<file path="src/rtl/paced_updown_counter.sv">
// Rate-divided up/down display counter with built-in prescaler.
// Supports parallel load, run/pause, and wrap or saturate at the end value.
module paced_updown_counter #(
   parameter int CLOCK_FREQUENCY = 500,
   parameter int WIDTH           = 4,
   parameter int SPEED_BITS      = 2
) (
   input  logic                  ClockIn,
   input  logic                  Reset,
   input  logic [SPEED_BITS-1:0] Speed,
   input  logic                  Run,
   input  logic                  Up,
   input  logic                  Mode,
   input  logic                  Load,
   input  logic [WIDTH-1:0]      LoadValue,
   output logic [WIDTH-1:0]      CounterValue,
   output logic                  Tick,
   output logic                  Wrapped,
   output logic                  AtEnd
);

   localparam int NSPD = 2 ** SPEED_BITS;
   localparam longint PMAX = longint'(CLOCK_FREQUENCY) << (NSPD - 2);
   localparam int PW = (PMAX > 1) ? $clog2(PMAX) : 1;
   localparam logic [PW:0] CF_W = (PW + 1)'(CLOCK_FREQUENCY);
   localparam logic [WIDTH-1:0] CV_MAX = '1;

   logic [PW-1:0]         pc_q, pc_d, pc_last;
   logic [PW:0]           period, per_m1;
   logic [SPEED_BITS-1:0] spd_q, spd_d;
   logic [WIDTH-1:0]      cv_q, cv_d;
   logic                  wr_q, wr_d;
   logic                  spd_chg, at_end;

   // Last prescaler value of the period selected by the live Speed input
   always_comb begin
      period = (PW + 1)'(1);
      if (Speed != '0) begin
         period = CF_W << (Speed - SPEED_BITS'(1));
      end
      per_m1  = period - (PW + 1)'(1);
      pc_last = per_m1[PW-1:0];
   end

   assign spd_chg = (Speed != spd_q);
   assign at_end  = (cv_q == (Up ? CV_MAX : '0));
   assign Tick    = Run & (pc_q == pc_last) & ~Load & ~Reset & ~spd_chg;

   // Next state: load, then speed change, then step or prescaler advance
   always_comb begin
      pc_d  = pc_q;
      cv_d  = cv_q;
      spd_d = spd_q;
      wr_d  = 1'b0;
      if (Load) begin
         cv_d  = LoadValue;
         pc_d  = '0;
         spd_d = Speed;
      end else if (spd_chg) begin
         pc_d  = '0;
         spd_d = Speed;
      end else if (Tick) begin
         pc_d = '0;
         if (at_end) begin
            if (!Mode) begin
               cv_d = Up ? '0 : CV_MAX;
               wr_d = 1'b1;
            end
         end else begin
            cv_d = Up ? cv_q + WIDTH'(1) : cv_q - WIDTH'(1);
         end
      end else if (Run) begin
         pc_d = pc_q + PW'(1);
      end
   end

   // State registers with synchronous reset
   always_ff @(posedge ClockIn) begin
      if (Reset) begin
         pc_q  <= '0;
         cv_q  <= '0;
         wr_q  <= 1'b0;
         spd_q <= Speed;
      end else begin
         pc_q  <= pc_d;
         cv_q  <= cv_d;
         wr_q  <= wr_d;
         spd_q <= spd_d;
      end
   end

   assign CounterValue = cv_q;
   assign Wrapped      = wr_q;
   assign AtEnd        = at_end;

endmodule
</file>
<file path="config.mk">
export PLATFORM = sky130hd
export DESIGN_NAME = paced_updown_counter
export DESIGN_NICKNAME = d
export VERILOG_FILES = /design/src/rtl/paced_updown_counter.sv
export SDC_FILE = /design/constraint.sdc
export NUM_CORES = 1
export LEC_CHECK = 0
export CORE_MARGIN = 3
export CORE_UTILIZATION = 45
export DETAILED_ROUTE_END_ITERATION = 10
export PLACE_DENSITY_LB_ADDON = 0.15
export SLEW_MARGIN = 0
export SYNTH_ARGS = -nofsm -noshare
export SYNTH_HDL_FRONTEND = slang
export SYNTH_SLANG_ARGS = --single-unit
</file>
<file path="constraint.sdc">
create_clock -name ClockIn -period 3.5 [get_ports ClockIn]
set_input_delay 0.875 -clock ClockIn [delete_from_list [all_inputs] [get_ports ClockIn]]
set_output_delay 0.875 -clock ClockIn [all_outputs]
set_load 0.1 [all_outputs]
</file>
==> flow_summary_export.csv <==
group,metric,value,unit
detailed_routing,post-route-drc-count,0,
detailed_routing,drt_first_pass_iters,4,
min_path,hold_path_end,"CounterValue[1]",
die,die_y,56.9,um
timing,setup_viol,0,
synthesis,ys.flop_type,"dfxtp_1",
synthesis,synthesis.nets,153,
clock_tree,cts_tree,"built",
setup_path,regToRegSetupSlack,1.46,ns
detailed_routing,wire_per_inst,13.5,um
detailed_routing,detail_route.iter0.violations,29,
place,hpwl,2030,um
synthesis,yosys_warnings,0,
synthesis,synth_edf_count,2,
die,num_rows,17,
die,die_x,56.9,um
final_layout,final_cells,194,
grt,grt-ovfl-total,0,
grt,grt_max_degree,12,
place,place_congestion,0.929,
final_layout,mostFrequentLayoutCells,"buf_4, nor2_1, dfxtp_1, nand3_1, xnor2_1",
power,power_density,307,nW/um^2
timing,fmax,293,MHz
power,ir_worst_vdd,240,uV
final_layout,diodes,0,
setup_path,arrival,2.54,ns
min_path,min_from,"CounterValue[1]",
timing,fin_ws,0.0837,ns
clock_tree,h-tree-depth,1,
final_layout,drive_gt1_frac,0.205,
clock_tree,cts-root-buf,"clkbuf_4",
timing,slew_violations,0,
timing,finalHoldViolCount,0,
synthesis,ys_async_sr_fraction,0,
run_status,status,"finished clean",
timing,slew_headroom,0.706,
timing,setup_tns,0,ns
grt,grt_pass1_vias,1033,
final_layout,syn_to_final_growth,31.1,%
timing,tightest_slew,0.437,ns
synthesis,ys_seq_area_frac,0.326,
detailed_routing,vias,1066,
synthesis,synth-seq-cells,18,
grt,grt.total_usage,0.177,
setup_path,cp_max_fo,4,
final_layout,layout_commonest_cell,"buf_4",
clock_tree,ctsHoldBuffers,0,
place,dp_cells,188,
grt,antenna_found_initial,0,
die,core_area,2340,um^2
synthesis,syn-cell-area,1170,um^2
setup_path,reg2regPathDepth,8,
final_layout,n_fill_cell,208,
timing,period_share,0.976,
clock_tree,path_clk_slew,0.09,ns
setup_path,r2r_end,"CounterValue[1]",
detailed_routing,routed_wl,2620,um
setup_path,critPathLaunchType,"input port",
setup_path,crit_path_end_kind,"primary output",
min_path,hp-class,"reg -> reg",
die,initial_core_util,0.498,
setup_path,worstReg2RegStart,"pc_q[0]",
final_layout,utilization,0.653,
final_layout,finalNetCount,187,
min_path,hold_depth,2,
timing,skew,0.00928,ns
timing,post-route-min-period,3.42,ns
detailed_routing,via_per_inst,5.49,
clock_tree,numCtsBuffers,3,
synthesis,synthCells,133,
die,dieArea,3240,um^2
synthesis,synth_cell_types,39,
clock_tree,cts.sinks,18,
power,p_leak,0.000606,uW
place,dp_slack,-0.192,ns
grt,grt_first_pass_wirelength,4590,um
clock_tree,clk_latency,0.30,ns
place,io_buffers,18,
timing,rsz0062_at_grt,"false",
setup_path,required,2.62,ns
setup_path,crit_type,"in -> out",
clock_tree,clockBufferDepth,2,
die,io_pins,19,
job,drv_cap,0,
power,report.power.total,470,uW
detailed_routing,drtAntennaViolNets,0,
synthesis,avgSynthCellArea,8.77,um^2
==> synth_stat cells (2+ instances only) <==
cell type | number | area [um^2]
nor2_1 | 18 | 67.6
dfxtp_1 | 16 | 320
nand3_1 | 10 | 50.1
xnor2_1 | 10 | 87.6
inv_1 | 9 | 33.8
ha_1 | 7 | 87.6
nand2_1 | 7 | 26.3
xor2_1 | 6 | 52.6
a21o_1 | 3 | 22.5
a21oi_1 | 3 | 15.0
and3_1 | 3 | 18.8
nand4_1 | 3 | 18.8
o21ai_0 | 3 | 15.0
a311oi_1 | 2 | 17.5
buf_2 | 2 | 10.0
edfxtp_1 | 2 | 60.1
mux2i_1 | 2 | 20.0
nand2b_1 | 2 | 12.5
nand3b_1 | 2 | 15.0
nor4_1 | 2 | 12.5
or3_1 | 2 | 12.5
or3b_1 | 2 | 17.5
==> power by group <==
group          switching [uW]  leakage (uW)  internal [uW]
clock                    64.1     0.0000210           63.4
sequential               5.78      0.000151            214
combinational            73.0      0.000434           50.0
total                     143      0.000606            327
==> worst max path at each step <==
stage	end	cells after the start	slack, ns	startpoint
floorplan	Tick	6	0.13	Speed[1]
global placement	Tick	8	-0.11	Speed[0]
detailed placement	Tick	8	-0.19	Speed[0]
CTS	Tick	8	0.02	Speed[0]
global route	Tick	8	0.01	Speed[0]
finish	Tick	8	0.08	Speed[0]
==> area by class of cell <==
type | instances | area [um^2] | area share
multi-input combinational | 103 | 753 | 0.493
sequential | 18 | 380 | 0.249
clock buffer | 4 | 36.3 | 0.0237
tap | 28 | 35.0 | 0.0229
inverter | 9 | 33.8 | 0.0221
timing repair buffer | 32 | 290 | 0.190
==> cell families after synthesis <==
family	share of synthesized area
mux	0.0172
fa+ha+maj	0.0923
xor+xnor	0.120
flops	0.326
buf+inv	0.0440
simple gates	0.245
compound gates	0.156
==> state kept, by name, summed over array words and instances, names as in the netlist <==
name          count
pc_q             11
CounterValue      4
spd_q             2
Wrapped           1
==> through the flow <==
| step | area, um^2 | hold slack [ns] |
|---|---|---|
| floorplan | 1170 | 0.498 |
| global placement | 1470 | 0.523 |
| detailed placement | 1470 | 0.544 |
| CTS | 1520 | 0.572 |
| global route | 1530 | 0.607 |
| finish | 1530 | 0.556 |
==> what timing repair did <==
| action | in CTS | in global routing |
|---|---|---|
| endpoints found under the hold margin | 0 | 0 |
| setup buffers | 1 | 1 |
| pin swaps | 3 | 2 |
| endpoints found under the setup margin | 1 | 1 |
| gates resized for setup | 5 | 0 |
==> routing by layer <==
layer,GRT usage,part of all wire
met1,0.244,0.49
met2,0.281,0.45
met3,0.0345,0.055
met4,0.0497,0.0095
met5,0,0
==> critical path: stages <==
cell	delay, ns
dlygate4sd2_1	0.27
inv_1	0.09
ha_1	0.18
or3b_1	0.37
a211oi_2	0.24
o2111ai_2	0.18
nor2_4	0.15
buf_12	0.18
No activity file was read; power rests on OpenSTA's default activity.
